==> src/rtl/bus_pkg.sv <==
// Shared definitions for the bus device interface: destination field layout,
// broadcast address, default packet type and a destination-extraction helper.
package bus_pkg;

    localparam int DEST_W       = 8;
    localparam logic [DEST_W-1:0] BCAST_ID = 8'hFF;
    localparam int PCKG_SZ_DFLT = 16;
    localparam int PKT_MAX_W    = 64;

    typedef logic [PCKG_SZ_DFLT-1:0] pkt_t;

    // Destination ID sits in the top DEST_W bits of a packet of width pkt_w.
    // The packet is passed zero-extended so one helper serves every width.
    function automatic logic [DEST_W-1:0] dest_of(input logic [PKT_MAX_W-1:0] pkt,
                                                  input int unsigned pkt_w);
        logic [PKT_MAX_W-1:0] shifted_s;
        shifted_s = pkt >> (pkt_w - DEST_W);
        return shifted_s[DEST_W-1:0];
    endfunction

endpackage

==> src/rtl/sync_fifo.sv <==
// Show-ahead synchronous FIFO. A read on a full FIFO frees the slot for a
// same-cycle write; a read on an empty FIFO is ignored and flagged.
module sync_fifo #(
    parameter int width = 16,
    parameter int depth = 8
) (
    input  logic                     clk,
    input  logic                     rst_n,
    input  logic                     wr_en,
    input  logic [width-1:0]         wr_data,
    input  logic                     rd_en,
    output logic [width-1:0]         rd_data,
    output logic                     full,
    output logic                     empty,
    output logic [$clog2(depth):0]   count,
    output logic                     ovf,
    output logic                     udf
);

    localparam int AW = $clog2(depth);
    localparam logic [AW:0] FULL_CNT = (AW+1)'(depth);

    logic [width-1:0] mem_r [depth];
    logic [AW-1:0]    wr_ptr_r;
    logic [AW-1:0]    rd_ptr_r;
    logic [AW:0]      count_r;
    logic             do_wr_s;
    logic             do_rd_s;
    logic             empty_s;
    logic             full_s;

    // Qualify requests against occupancy and present the show-ahead head.
    always_comb begin
        empty_s = 1'b0;
        full_s  = 1'b0;
        do_rd_s = 1'b0;
        do_wr_s = 1'b0;
        ovf     = 1'b0;
        udf     = 1'b0;
        rd_data = {width{1'b0}};
        empty_s = (count_r == {(AW+1){1'b0}});
        full_s  = (count_r == FULL_CNT);
        do_rd_s = rd_en && !empty_s;
        do_wr_s = wr_en && (!full_s || do_rd_s);
        ovf     = wr_en && full_s && !do_rd_s;
        udf     = rd_en && empty_s;
        if (!empty_s) begin
            rd_data = mem_r[rd_ptr_r];
        end else begin
            rd_data = {width{1'b0}};
        end
    end

    assign full  = full_s;
    assign empty = empty_s;
    assign count = count_r;

    // Storage, pointers and occupancy; pointers wrap at the power-of-two depth.
    always_ff @(posedge clk or negedge rst_n) begin
        if (!rst_n) begin
            for (int i = 0; i < depth; i++) begin
                mem_r[i] <= {width{1'b0}};
            end
            wr_ptr_r <= {AW{1'b0}};
            rd_ptr_r <= {AW{1'b0}};
            count_r  <= {(AW+1){1'b0}};
        end else begin
            if (do_wr_s) begin
                mem_r[wr_ptr_r] <= wr_data;
                wr_ptr_r        <= wr_ptr_r + 1'b1;
            end
            if (do_rd_s) begin
                rd_ptr_r <= rd_ptr_r + 1'b1;
            end
            case ({do_wr_s, do_rd_s})
                2'b10:   count_r <= count_r + 1'b1;
                2'b01:   count_r <= count_r - 1'b1;
                default: count_r <= count_r;
            endcase
        end
    end

endmodule

==> src/rtl/bus_dev_fifo.sv <==
// Per-device bus interface: TX FIFO toward the arbiter, destination-filtered
// RX FIFO from the arbiter, sticky error flags and a misaddressed-drop counter.
module bus_dev_fifo
    import bus_pkg::*;
#(
    parameter int               pckg_sz   = 16,
    parameter int               depth     = 8,
    parameter logic [DEST_W-1:0] id        = 8'h00,
    parameter logic [DEST_W-1:0] broadcast = BCAST_ID
) (
    input  logic                     clk,
    input  logic                     reset,
    input  logic                     dev_wr_en,
    input  logic [pckg_sz-1:0]       dev_wr_data,
    output logic                     tx_full,
    output logic [$clog2(depth):0]   tx_count,
    output logic                     pndng,
    output logic [pckg_sz-1:0]       D_pop,
    input  logic                     pop,
    input  logic                     push,
    input  logic [pckg_sz-1:0]       D_push,
    input  logic                     dev_rd_en,
    output logic [pckg_sz-1:0]       dev_rd_data,
    output logic                     rx_valid,
    output logic [$clog2(depth):0]   rx_count,
    input  logic                     clr_status,
    output logic                     tx_ovf,
    output logic                     tx_udf,
    output logic                     rx_ovf,
    output logic [7:0]               rx_drop_cnt
);

    logic              tx_empty_s;
    logic              tx_ovf_ev_s;
    logic              tx_udf_ev_s;
    logic              rx_empty_s;
    logic              rx_full_s;
    logic              rx_ovf_ev_s;
    logic              rx_udf_ev_s;
    logic              rx_match_s;
    logic              rx_accept_s;
    logic              drop_ev_s;
    logic [DEST_W-1:0] rx_dest_s;
    logic              tx_ovf_r;
    logic              tx_udf_r;
    logic              rx_ovf_r;
    logic [7:0]        drop_cnt_r;

    sync_fifo #(.width(pckg_sz), .depth(depth)) u_tx_fifo (
        .clk     (clk),
        .rst_n   (reset),
        .wr_en   (dev_wr_en),
        .wr_data (dev_wr_data),
        .rd_en   (pop),
        .rd_data (D_pop),
        .full    (tx_full),
        .empty   (tx_empty_s),
        .count   (tx_count),
        .ovf     (tx_ovf_ev_s),
        .udf     (tx_udf_ev_s)
    );

    // Destination filter: only packets for this device or broadcast enter RX.
    always_comb begin
        rx_dest_s   = {DEST_W{1'b0}};
        rx_match_s  = 1'b0;
        rx_accept_s = 1'b0;
        drop_ev_s   = 1'b0;
        rx_dest_s   = dest_of(PKT_MAX_W'(D_push), pckg_sz);
        rx_match_s  = (rx_dest_s == id) || (rx_dest_s == broadcast);
        if (push) begin
            rx_accept_s = rx_match_s;
            drop_ev_s   = !rx_match_s;
        end else begin
            rx_accept_s = 1'b0;
            drop_ev_s   = 1'b0;
        end
    end

    sync_fifo #(.width(pckg_sz), .depth(depth)) u_rx_fifo (
        .clk     (clk),
        .rst_n   (reset),
        .wr_en   (rx_accept_s),
        .wr_data (D_push),
        .rd_en   (dev_rd_en),
        .rd_data (dev_rd_data),
        .full    (rx_full_s),
        .empty   (rx_empty_s),
        .count   (rx_count),
        .ovf     (rx_ovf_ev_s),
        .udf     (rx_udf_ev_s)
    );

    assign pndng    = !tx_empty_s;
    assign rx_valid = !rx_empty_s;

    // Sticky error flags; a same-cycle event takes priority over the clear.
    always_ff @(posedge clk or negedge reset) begin
        if (!reset) begin
            tx_ovf_r <= 1'b0;
            tx_udf_r <= 1'b0;
            rx_ovf_r <= 1'b0;
        end else begin
            tx_ovf_r <= tx_ovf_ev_s | (tx_ovf_r & !clr_status);
            tx_udf_r <= tx_udf_ev_s | (tx_udf_r & !clr_status);
            rx_ovf_r <= rx_ovf_ev_s | (rx_ovf_r & !clr_status);
        end
    end

    // Saturating count of misaddressed packets; clear plus a drop yields 1.
    always_ff @(posedge clk or negedge reset) begin
        if (!reset) begin
            drop_cnt_r <= 8'd0;
        end else if (drop_ev_s) begin
            if (clr_status) begin
                drop_cnt_r <= 8'd1;
            end else if (drop_cnt_r != 8'hFF) begin
                drop_cnt_r <= drop_cnt_r + 8'd1;
            end else begin
                drop_cnt_r <= drop_cnt_r;
            end
        end else if (clr_status) begin
            drop_cnt_r <= 8'd0;
        end else begin
            drop_cnt_r <= drop_cnt_r;
        end
    end

    assign tx_ovf      = tx_ovf_r;
    assign tx_udf      = tx_udf_r;
    assign rx_ovf      = rx_ovf_r;
    assign rx_drop_cnt = drop_cnt_r;

endmodule

==> config.mk <==
export PLATFORM = sky130hd
export DESIGN_NAME = bus_dev_fifo
export DESIGN_NICKNAME = d
export VERILOG_FILES = /design/src/rtl/bus_pkg.sv /design/src/rtl/sync_fifo.sv /design/src/rtl/bus_dev_fifo.sv
export SDC_FILE = /design/constraint.sdc
export NUM_CORES = 1
export LEC_CHECK = 0
export CORE_AREA = 2 2 154 156
export CTS_CLUSTER_DIAMETER = 80
export DETAILED_ROUTE_END_ITERATION = 10
export DIE_AREA = 0 0 156 158
export GPL_ROUTABILITY_DRIVEN = 0
export HOLD_SLACK_MARGIN = 0.15
export PLACE_DENSITY = 0.8
export SLEW_MARGIN = 20
export SYNTH_ARGS = -nofsm -noshare
export SYNTH_HDL_FRONTEND = slang
export SYNTH_SLANG_ARGS = --single-unit
export TNS_END_PERCENT = 100
==> constraint.sdc <==
create_clock -name clk -period 5.4 [get_ports clk]
set_input_delay 1.08 -clock clk [delete_from_list [all_inputs] [get_ports clk]]
set_output_delay 1.08 -clock clk [all_outputs]
set_load 0.005 [all_outputs]
==> impl_metrics.toml <==
[run_status]
outcome = "complete, no violations"

[placed_design]
place_area_um2 = 14800
dp_hpwl_um = 16800
port_buffers = 92

[floorplan]
num_io_pins = 93
rows = 56
die-area_um2 = 24600
core_um2 = 23100
dieHeight_um = 158
start_util_pct = 59.1
die_w_um = 156

[logic_synthesis]
synth_nets = 948
syn_area_per_cell_um2 = 15.2
synth_top_area_cell = "dfrtp_1"
ys_seq_elements = 287
yosys_warnings = 0
synthTopCellsByCount = "dfrtp_1, mux2_2, mux4_2, nor2_1, mux2i_1"
synth_top_area_share_pct = 52.7
synth_cell_type_count = 52
ys_seq_area_share_pct = 52.7
synth-edff-count = 0
synth.most_common_cell = "dfrtp_1"
ys.flop_type = "dfrtp_1"
syn_inst = 898
async_flop_share_pct = 100
synth_area_leaders = "dfrtp_1, mux2_2, mux4_2"
syn_area_um2 = 13600

[power_and_ir_drop]
sw_frac_of_total_pct = 29.3
seq_power_share_pct = 41.3
p_sw_w = 0.00232
vdd_drop_max_uv = 413
power.density_nw_per_um2 = 499
leakage_nw = 7.15
clkPwrFrac_pct = 26.8
intPower_w = 0.00558
p_total_w = 0.00789
p_comb_share_pct = 32.0

[sta]
slew_violations = 0
finClkSkew_ns = 0.0220
hold_viol_final = 0
final.min_clock_period_ns = 4.15
worst_slew_pin_slew_ns = 1.12
finalCritPeriodShare_pct = 76.8
max_freq_mhz = 241
final-setup-viol-count = 0
maxSlewHeadroom_pct = 25.3
setup_tns_ns = 0
rsz0062_at_grt = "no"

[critical_path]
crit_path_cell_trace = "buf_4 -> mux4_2 -> mux2i_1 -> nor2_1 -> clkdlybuf4s50_1"
crit-reg2reg-launch = "u_tx_fifo.count[0]"
r2r-end = "u_tx_fifo.count[3]"
crit_path_top_delay_cell = "dfrtp_2"
reg2reg_depth = 12
crit_family = "buffers and inverters"
required_ns = 4.32
crit_arrival_ns = 3.07
worst_setup_path_end_kind = "output port"
cp_num_buf_inv = 2
cp_max_fo = 20
start_kind = "flop"
crit_type = "reg -> out"
r2r_slack_ns = 2.37
critPathMaxStageDelay_ns = 0.82

[finish]
nets = 1037
utilization_pct = 68.6
final_layout_size_suffix_gt1_share_pct = 41.6
area_growth_pct = 16.1
fin_area_um2 = 15800
final.fill_count = 1564
antennaDiodeCount = 0

[detailed_routing]
drcViolationCount = 0
vias_per_cell = 6.03
wl_per_cell_um = 21.1
wl_um = 27400
num_vias = 7829
ant_nets = 0
dr.pass1.iters = 5
drtIter0Drc = 468

[min_path]
min_path_cells = 1
hold_end = "u_rx_fifo.mem_r[14]"
hp-start = "u_rx_fifo.mem_r[14]"
hold_path_class = "reg -> reg"

[grt]
antenna_found_initial = 1
track_usage_pct = 23.2
grt_overflow = 0
grt_max_degree = 119
grt_pass1_wl_um = 45200
first_global_vias = 8323

[clocking]
htreeDepth = 1
cts_sinks = 287
cts_hold_buf = 0
post_cts_buffers = 0
cts_tree = "done"
path_clk_slew_ns = 0.06
cts_root_buf = "clkbuf_16"
clk_latency_ns = 0.55
clockBufferDepth = 3
cts-resized-gates = 0
cts_made_buffers = 30

[job]
maxCapViolations = 0
[cell usage in the layout, fill, tap and decap left out, drive strengths merged, types with 8 or more instances in the layout]
cell and n:
ha 10, nand3 10, o21ai 8, buf 25
inv 14, a21oi 8, nor4 9, dfrtp 287
mux2i 34, nor2 47, clkbuf 43, nand2 19
clkdlybuf4s50 90, mux2 262, xnor2 10, mux4 64
[state kept, by name (all words and copies together) (netlist names), 4 cells and up]
| signal | cells |
|---|---|
| u_tx_fifo.mem_r | 128 |
| u_rx_fifo.mem_r | 128 |
| rx_drop_cnt | 8 |
| u_rx_fifo.count | 4 |
| u_tx_fifo.count | 4 |
[logic make-up after synthesis]
kind of cell / synth area share (%)
mux: 35.5
flops: 52.7
simple gates: 5.67
buf+inv: 2.68
compound gates: 1.40
xor+xnor: 0.964
fa+ha+maj: 1.06
[power by group through the flow]
stage                     Sequential (W)  Combinational [W]  Clock, W
final                            0.00326            0.00253   0.00211
after global routing             0.00335            0.00275   0.00223
after floorplan                  0.00298            0.00190         0
after CTS                        0.00326            0.00257   0.00215
after detailed placement         0.00329            0.00255         0
after global placement           0.00326            0.00248         0
[through the flow]
stage | cells | hold WS (ns) | worst slack (ns)
after global routing | 1298 | 0.514 | 1.03
final | 1298 | 0.500 | 1.25
after global placement | 1244 | 0.482 | 1.67
after CTS | 1297 | 0.503 | 1.18
after floorplan | 898 | 0.474 | 2.48
after detailed placement | 1244 | 0.489 | 1.65
[worst register-to-register path: stages, from the launching register on]
cell and delay, ns:
dfrtp_1 0.44, or3_1 0.41, nor2_1 0.10, buf_4 0.28, inv_1 0.15, nand2_1 0.16, nor2_1 0.12, ha_1 0.32
a21o_1 0.18, a21oi_1 0.31, nand2_1 0.09, o221ai_1 0.18, o2111ai_1 0.13
[metal layers]
metal / up-vias / part of all wire, % / GRT usage [%]
li1: 3492 / - / -
met1: 4142 / 44 / 31.7
met2: 157 / 51 / 39.9
met3: 38 / 4.2 / 3.89
met4: 0 / 1.7 / 4.89
met5: - / 0 / 0
[worst max path at each step]
stage	cells past startpoint	startpoint	to
finish	5	u_tx_fifo.rd_ptr_r[0]	D_pop[14]
global route	5	u_tx_fifo.rd_ptr_r[0]	D_pop[7]
CTS	5	u_tx_fifo.rd_ptr_r[0]	D_pop[14]
detailed placement	6	D_push[12]	u_rx_fifo.mem_r[124]
global placement	6	D_push[12]	u_rx_fifo.mem_r[118]
floorplan	11	D_push[14]	u_rx_fifo.count[2]
[layout make-up]
type	instances	area [um2]	share of cell area, %
Clock buffer	43	881	5.57
Tap cell	290	363	2.29
Multi-Input combinational cell	540	6110	38.6
Inverter	13	48.8	0.308
Clock inverter	10	141	0.893
Timing Repair Buffer	115	1090	6.91
Sequential cell	287	7190	45.4
Power figures use the tool's default switching activity.
==> edit 1: new RTL, config.mk and constraints unchanged <==
One comparison of `count_r` changes from == to >=.
--- a/src/rtl/sync_fifo.sv
+++ b/src/rtl/sync_fifo.sv
@@ -41,3 +41,3 @@
         empty_s = (count_r == {(AW+1){1'b0}});
-        full_s  = (count_r == FULL_CNT);
+        full_s  = (count_r >= FULL_CNT);
         do_rd_s = rd_en && !empty_s;
Function: same outputs for any inputs over 4 cycles, from zero or initial values and one cycle with reset low; that may be too few to reach the edited logic, so the function may still have changed.
==> edit 1 against the unedited design <==
  * Clock power rose by 7%
  * Sequential cell count is the same
  * Power up 0.68%
  * Routed wire length increased by 6.0%
  * Area after synthesis shrank 3.0%
  * Cell area down 1.8%
  * Setup slack got worse by 0.044 ns
  * Non-clock buffer count down 3
  * Critical path type unchanged
  * Critical endpoint is now dev_rd_data[6]
  * Largest cell class unchanged
  * Highest routed layer unchanged
==> edit 1: results (changes against the unedited design) <==
The number of library cell types mapped by synthesis was 50 (was 52). The H-tree depth is 1 (unchanged). The number of buffers added on ports came out at 92 (unchanged). The startpoint of the most critical hold path is u_rx_fifo.mem_r[37]$_DFFE_PN0P_ (was u_rx_fifo.mem_r[14]$_DFFE_PN0P_). The number of DRC violations after detailed-routing iteration 0 was 377 (was 468). The portion of the post-synthesis area used by sequential elements came out at 54.30% (was 52.68%). The longest individual stage delay on the worst path came out at 1.00 ns (was 0.82 ns). The maximum vdd drop came to 0.0004715 V (was 0.0004128 V).

The total detailed-routing wirelength is 29.01 mm (was 27.37 mm). The critical register-to-register path startpoint was u_tx_fifo.count[1]$_DFFE_PN0P_ (was u_tx_fifo.count[0]$_DFFE_PN0P_). The via density per instance is 5.952 (was 6.032). The post-layout instance count excluding filler cells is 1,358 (was 1,298).

The sink of the worst hold path was u_rx_fifo.mem_r[37]$_DFFE_PN0P_ (was u_rx_fifo.mem_r[14]$_DFFE_PN0P_). The post-synthesis instance total is 956 (was 898). The actual transition at the worst max-transition pin is 1.099 ns (was 1.117 ns). The wire length of the first global-routing pass is 46.73 mm (was 45.20 mm). The number of nets in the finished design came out at 1,094 (was 1,037).

Area contributors post-synth: dfrtp_1, mux2_2, mux4_2, nand2_1, mux2i_1 (was dfrtp_1, mux2_2, mux4_2, mux2_4, mux2i_1). The async set-reset flop share out of synthesis came out at 100.0% (unchanged). Synth cell count leaders: dfrtp_1, mux2_2, nand2_1 (was dfrtp_1, mux2_2, mux4_2). The clock root buffer master is clkbuf_16 (unchanged). The setup slack of the worst register-to-register path is 2.64 ns (was 2.37 ns). The static power due to leakage came to 7.306 nW (was 7.147 nW). The number of nets produced by synthesis came out at 1,006 (was 948). The setup clock skew after layout is 0.008050 ns (was 0.02203 ns).

The pin count of the biggest net entering global routing is 104 (was 119). The cell family with the largest share of critical-path delay is flip-flops (was buffers and inverters). The cell count of the worst hold path was 2 (was 1).

The share of layout cells above drive strength 1 is 33.15% (was 41.57%). The total global-route track usage is 24.46% (was 23.24%). The total of max-cap violations was 0 (unchanged).

The top fanout value on the critical path came out at 29 (was 20). The number of global-route vias before repair was 8,585 (was 8,323). The number of placed instances with taps included is 1,302 (was 1,244).

The insertion delay of the later-clocked pin in the worst-skew pair is 0.55 ns (about the same). The total half-perimeter wirelength after legalization and detailed placement came out at 17.66 mm (was 16.79 mm). The total CTS buffers came out at 30 (unchanged).

The filler cell count in the final layout came out at 1,559 (was 1,564). The logic depth of the worst register-to-register path is 11 (was 12). The data arrival time of the critical path came to 3.11 ns (was 3.07 ns). The initial antenna violation count came to 0 (was 1).

Run status: complete, no violations (unchanged). The end of the worst register-to-register path is u_tx_fifo.count[2]$_DFFE_PN0P_ (was u_tx_fifo.count[3]$_DFFE_PN0P_).
edit 1: metal layers:
| layer | global-route usage, % | routed length (microns) | vias to the layer above | part of all wire [%] |
|---|---|---|---|---|
| met5 | 0 | 0 | - | 0 |
| met4 | 6.859 | 695 | 0 | 2.4 |
| met3 | 4.188 | 1503 | 56 | 5.2 |
| met2 | 42.73 | 14720 | 224 | 51 |
| met1 | 31.90 | 12090 | 4205 | 42 |
| li1 | - | - | 3598 | - |
edit 1: logic make-up (layout without fill, tap and decap cells):
family,Yosys count,count (layout),synth area share [%]
AOI/OAI and AO/OA,36,36,2.271
xor gates and xnor gates,15,15,0.9934
adders and majority gates,11,11,1.097
buffers and inverters,69,181,2.337
DFF,287,287,54.30
muxes,296,296,30.60
and+or+nand+nor,242,242,8.401
edit 1: stage by stage:
step / worst slack [ns] / hold slack (ns) / instance area (sq um)
detailed placement: 1.472 / 0.4565 / 14430
global route: 0.9832 / 0.4900 / 15530
finish: 1.209 / 0.4720 / 15530
CTS: 1.110 / 0.4703 / 15530
global placement: 1.594 / 0.4472 / 14430
floorplan: 2.367 / 0.4334 / 13230
edit 1: layout make-up:
class | count | area [sq um] | share of cell area (%)
timing repair buffer | 112 | 1089 | 7.008
tap | 290 | 362.8 | 2.336
multi-input combinational | 600 | 5743 | 36.97
sequential | 287 | 7186 | 46.26
clock inverter | 15 | 211.5 | 1.361
clock buffer | 41 | 893.4 | 5.751
inverter | 13 | 48.80 | 0.3141
edit 1: worst max-delay path by stage:
stage	start	end	slack (ns)	cells after the start
after detailed placement	D_push[14]	u_rx_fifo.count[3]$_DFFE_PN0P_	1.47	11
after CTS	u_rx_fifo.rd_ptr_r[0]$_DFFE_PN0P_	dev_rd_data[6]	1.11	5
after global placement	D_push[14]	u_rx_fifo.count[3]$_DFFE_PN0P_	1.59	11
after floorplan	D_push[8]	u_rx_fifo.count[3]$_DFFE_PN0P_	2.37	11
final	u_rx_fifo.rd_ptr_r[0]$_DFFE_PN0P_	dev_rd_data[6]	1.21	5
after global routing	u_rx_fifo.rd_ptr_r[0]$_DFFE_PN0P_	dev_rd_data[5]	0.98	5
edit 1: where the power goes:
| part | internal (mW) | switching, mW | total [mW] |
|---|---|---|---|
| logic | 1.55 | 0.831 | 2.38 |
| clock network | 1.39 | 0.858 | 2.25 |
| registers | 2.72 | 0.597 | 3.32 |
edit 1: worst min-delay path: stages, from the launching register on:
cell	delay, ns
dfrtp_1	0.34
nand2_1	0.05
nand2_1	0.05
==> edit 2: new RTL, config.mk and constraints unchanged <==
Without the edit above. `depth` is set to 8 in 2 places; all go to 4.
--- a/src/rtl/sync_fifo.sv
+++ b/src/rtl/sync_fifo.sv
@@ -4,3 +4,3 @@
     parameter int width = 16,
-    parameter int depth = 8
+    parameter int depth = 4
 ) (
--- a/src/rtl/bus_dev_fifo.sv
+++ b/src/rtl/bus_dev_fifo.sv
@@ -6,3 +6,3 @@
     parameter int               pckg_sz   = 16,
-    parameter int               depth     = 8,
+    parameter int               depth     = 4,
     parameter logic [DEST_W-1:0] id        = 8'h00,
Interface: changed (resized rx_count and tx_count); port bits go from 93 to 91. The function was not compared with the original's and may differ.
==> edit 2 against the unedited design <==
  * Count of clock-buffer cells in the layout fell by 23
  * Cell count down 29%
  * Setup slack gained 0.47 ns
  * Sequential cell count is 134 lower
  * Critical path depth down 1
  * Area after synthesis decreased by 48%
  * Clock skew is 0.015 ns lower
  * Power down 45%
  * Via count down 43%
  * Routed wire length down 43%
  * Cell area decreased by 44%
  * Critical path type unchanged
  * Critical endpoint is now D_pop[5]
==> edit 2: results (changes against the unedited design) <==
Run status: complete, no violations (unchanged). The buffer depth of the longest clock path is 2 (was 3). Synth cell count leaders: dfrtp_1, mux2_2, nand2_1 (was dfrtp_1, mux2_2, mux4_2).

The final-layout worst hold slack was 0.4669 ns (was 0.5000 ns). The total placed instance area came out at 8297 sq um (was 14,790 sq um). The portion of the post-synthesis area used by sequential elements is 53.70% (was 52.68%).

The wire length of the first global-routing pass is 25.76 mm (was 45.20 mm). The relative max-transition margin is 41.81% (was 25.35%). The total global-route track usage was 13.61% (was 23.24%). The total CTS buffers is 17 (was 30).

The post-synthesis instance total is 523 (was 898). The insertion delay of the later-clocked pin in the worst-skew pair is 0.43 ns (was 0.55 ns). The setup slack of the worst register-to-register path came out at 2.94 ns (was 2.37 ns). The sink of the worst hold path is u_rx_fifo.mem_r[31]$_DFFE_PN0P_ (was u_rx_fifo.mem_r[14]$_DFFE_PN0P_).

The number of DRC violations after detailed-routing iteration 0 came out at 309 (was 468). The post-place setup slack was 1.858 ns (was 1.646 ns). The number of global-route vias before repair came out at 4,879 (was 8,323).

The total half-perimeter wirelength after legalization and detailed placement was 10.58 mm (was 16.79 mm). The number of buffers added on ports came out at 90 (was 92). The logic depth of the worst register-to-register path is 8 (was 12). The post-layout instance count excluding filler cells came out at 916 (was 1,298). The number of placed instances with taps included came out at 884 (was 1,244). The average routed wire per standard cell came to 17.12 microns (was 21.09 microns). The share of layout cells above drive strength 1 came out at 28.75% (was 41.57%). The number of nets in the finished design came out at 665 (was 1,037). The top fanout value on the critical path came out at 10 (was 20). The setup clock skew after layout came out at 0.007075 ns (was 0.02203 ns).

The maximum vdd drop is 0.0002095 V (was 0.0004128 V). The count of TritonRoute iterations in the first routing pass came out at 4 (was 5).
edit 2: changes by cell type after synthesis, sizes merged, moves of 5 or more:
cell / before / now
mux2: 262 / 99
dfrtp: 287 / 153
nand2: 19 / 71
nor2: 47 / 9
and2: 3 / 36
mux4: 64 / 32
mux2i: 34 / 4
clkbuf: 28 / 9
buf: 30 / 13
nand3: 10 / 1
a21o: 1 / 8
a21oi: 8 / 3
nand2b: 5 / 0
nor4: 9 / 4
edit 2: where the power goes:
part           switching, mW  total [mW]  internal, mW
combinational          0.501        1.46         0.963
clock                  0.465        1.15         0.689
sequential             0.286        1.75          1.47
edit 2: kinds of logic after synthesis:
kind of cell / count (synthesis) / share of synthesized area, %
flip-flops: 153 / 53.70
AND/OR/NAND/NOR: 144 / 10.41
buffers and inverters: 39 / 2.580
adder cells (fa/ha/maj): 13 / 2.492
multiplexers: 135 / 26.41
XOR/XNOR: 12 / 1.474
AO/OA/AOI/OAI: 27 / 2.931
edit 2: how the worst max path moves through the flow:
| stage | start | slack, ns | cells past startpoint | to |
|---|---|---|---|---|
| 6_report | u_tx_fifo.rd_ptr_r[0]$_DFFE_PN0P_ | 1.73 | 4 | D_pop[5] |
| 5_1_grt | u_tx_fifo.rd_ptr_r[0]$_DFFE_PN0P_ | 1.56 | 4 | D_pop[5] |
| 4_1_cts | u_rx_fifo.rd_ptr_r[0]$_DFFE_PN0P_ | 1.45 | 3 | dev_rd_data[12] |
| 3_5_place_dp | D_push[15] | 1.86 | 11 | u_rx_fifo.count[2]$_DFFE_PN0P_ |
| 3_3_place_gp | D_push[8] | 1.88 | 11 | u_rx_fifo.count[2]$_DFFE_PN0P_ |
| 2_1_floorplan | dev_rd_en | 2.56 | 10 | u_rx_fifo.count[2]$_DFFE_PN0P_ |
edit 2: layout make-up:
| class | count | area (sq um) | area share [%] |
|---|---|---|---|
| well taps | 290 | 362.8 | 4.090 |
| clock buffers | 20 | 446.7 | 5.035 |
| flip-flops and latches | 153 | 3830 | 43.17 |
| inverters | 17 | 63.81 | 0.7193 |
| clock inverters | 12 | 126.4 | 1.425 |
| multi-input cells | 331 | 3117 | 35.13 |
| repair buffers | 93 | 924.6 | 10.42 |
edit 2: critical path, stage by stage, from the launching register on:
cell and delay [ns]:
dfrtp_1 0.66, buf_4 0.34, mux4_2 0.53, and2_1 0.19, clkdlybuf4s50_1 0.45
edit 2: layer usage:
layer | track usage, % | wire length, microns | vias up
met5 | 0 | 0 | -
met4 | 5.898 | 318 | 0
met3 | 3.668 | 685 | 26
met2 | 22.33 | 7792 | 78
met1 | 17.00 | 6885 | 2319
li1 | - | - | 2022
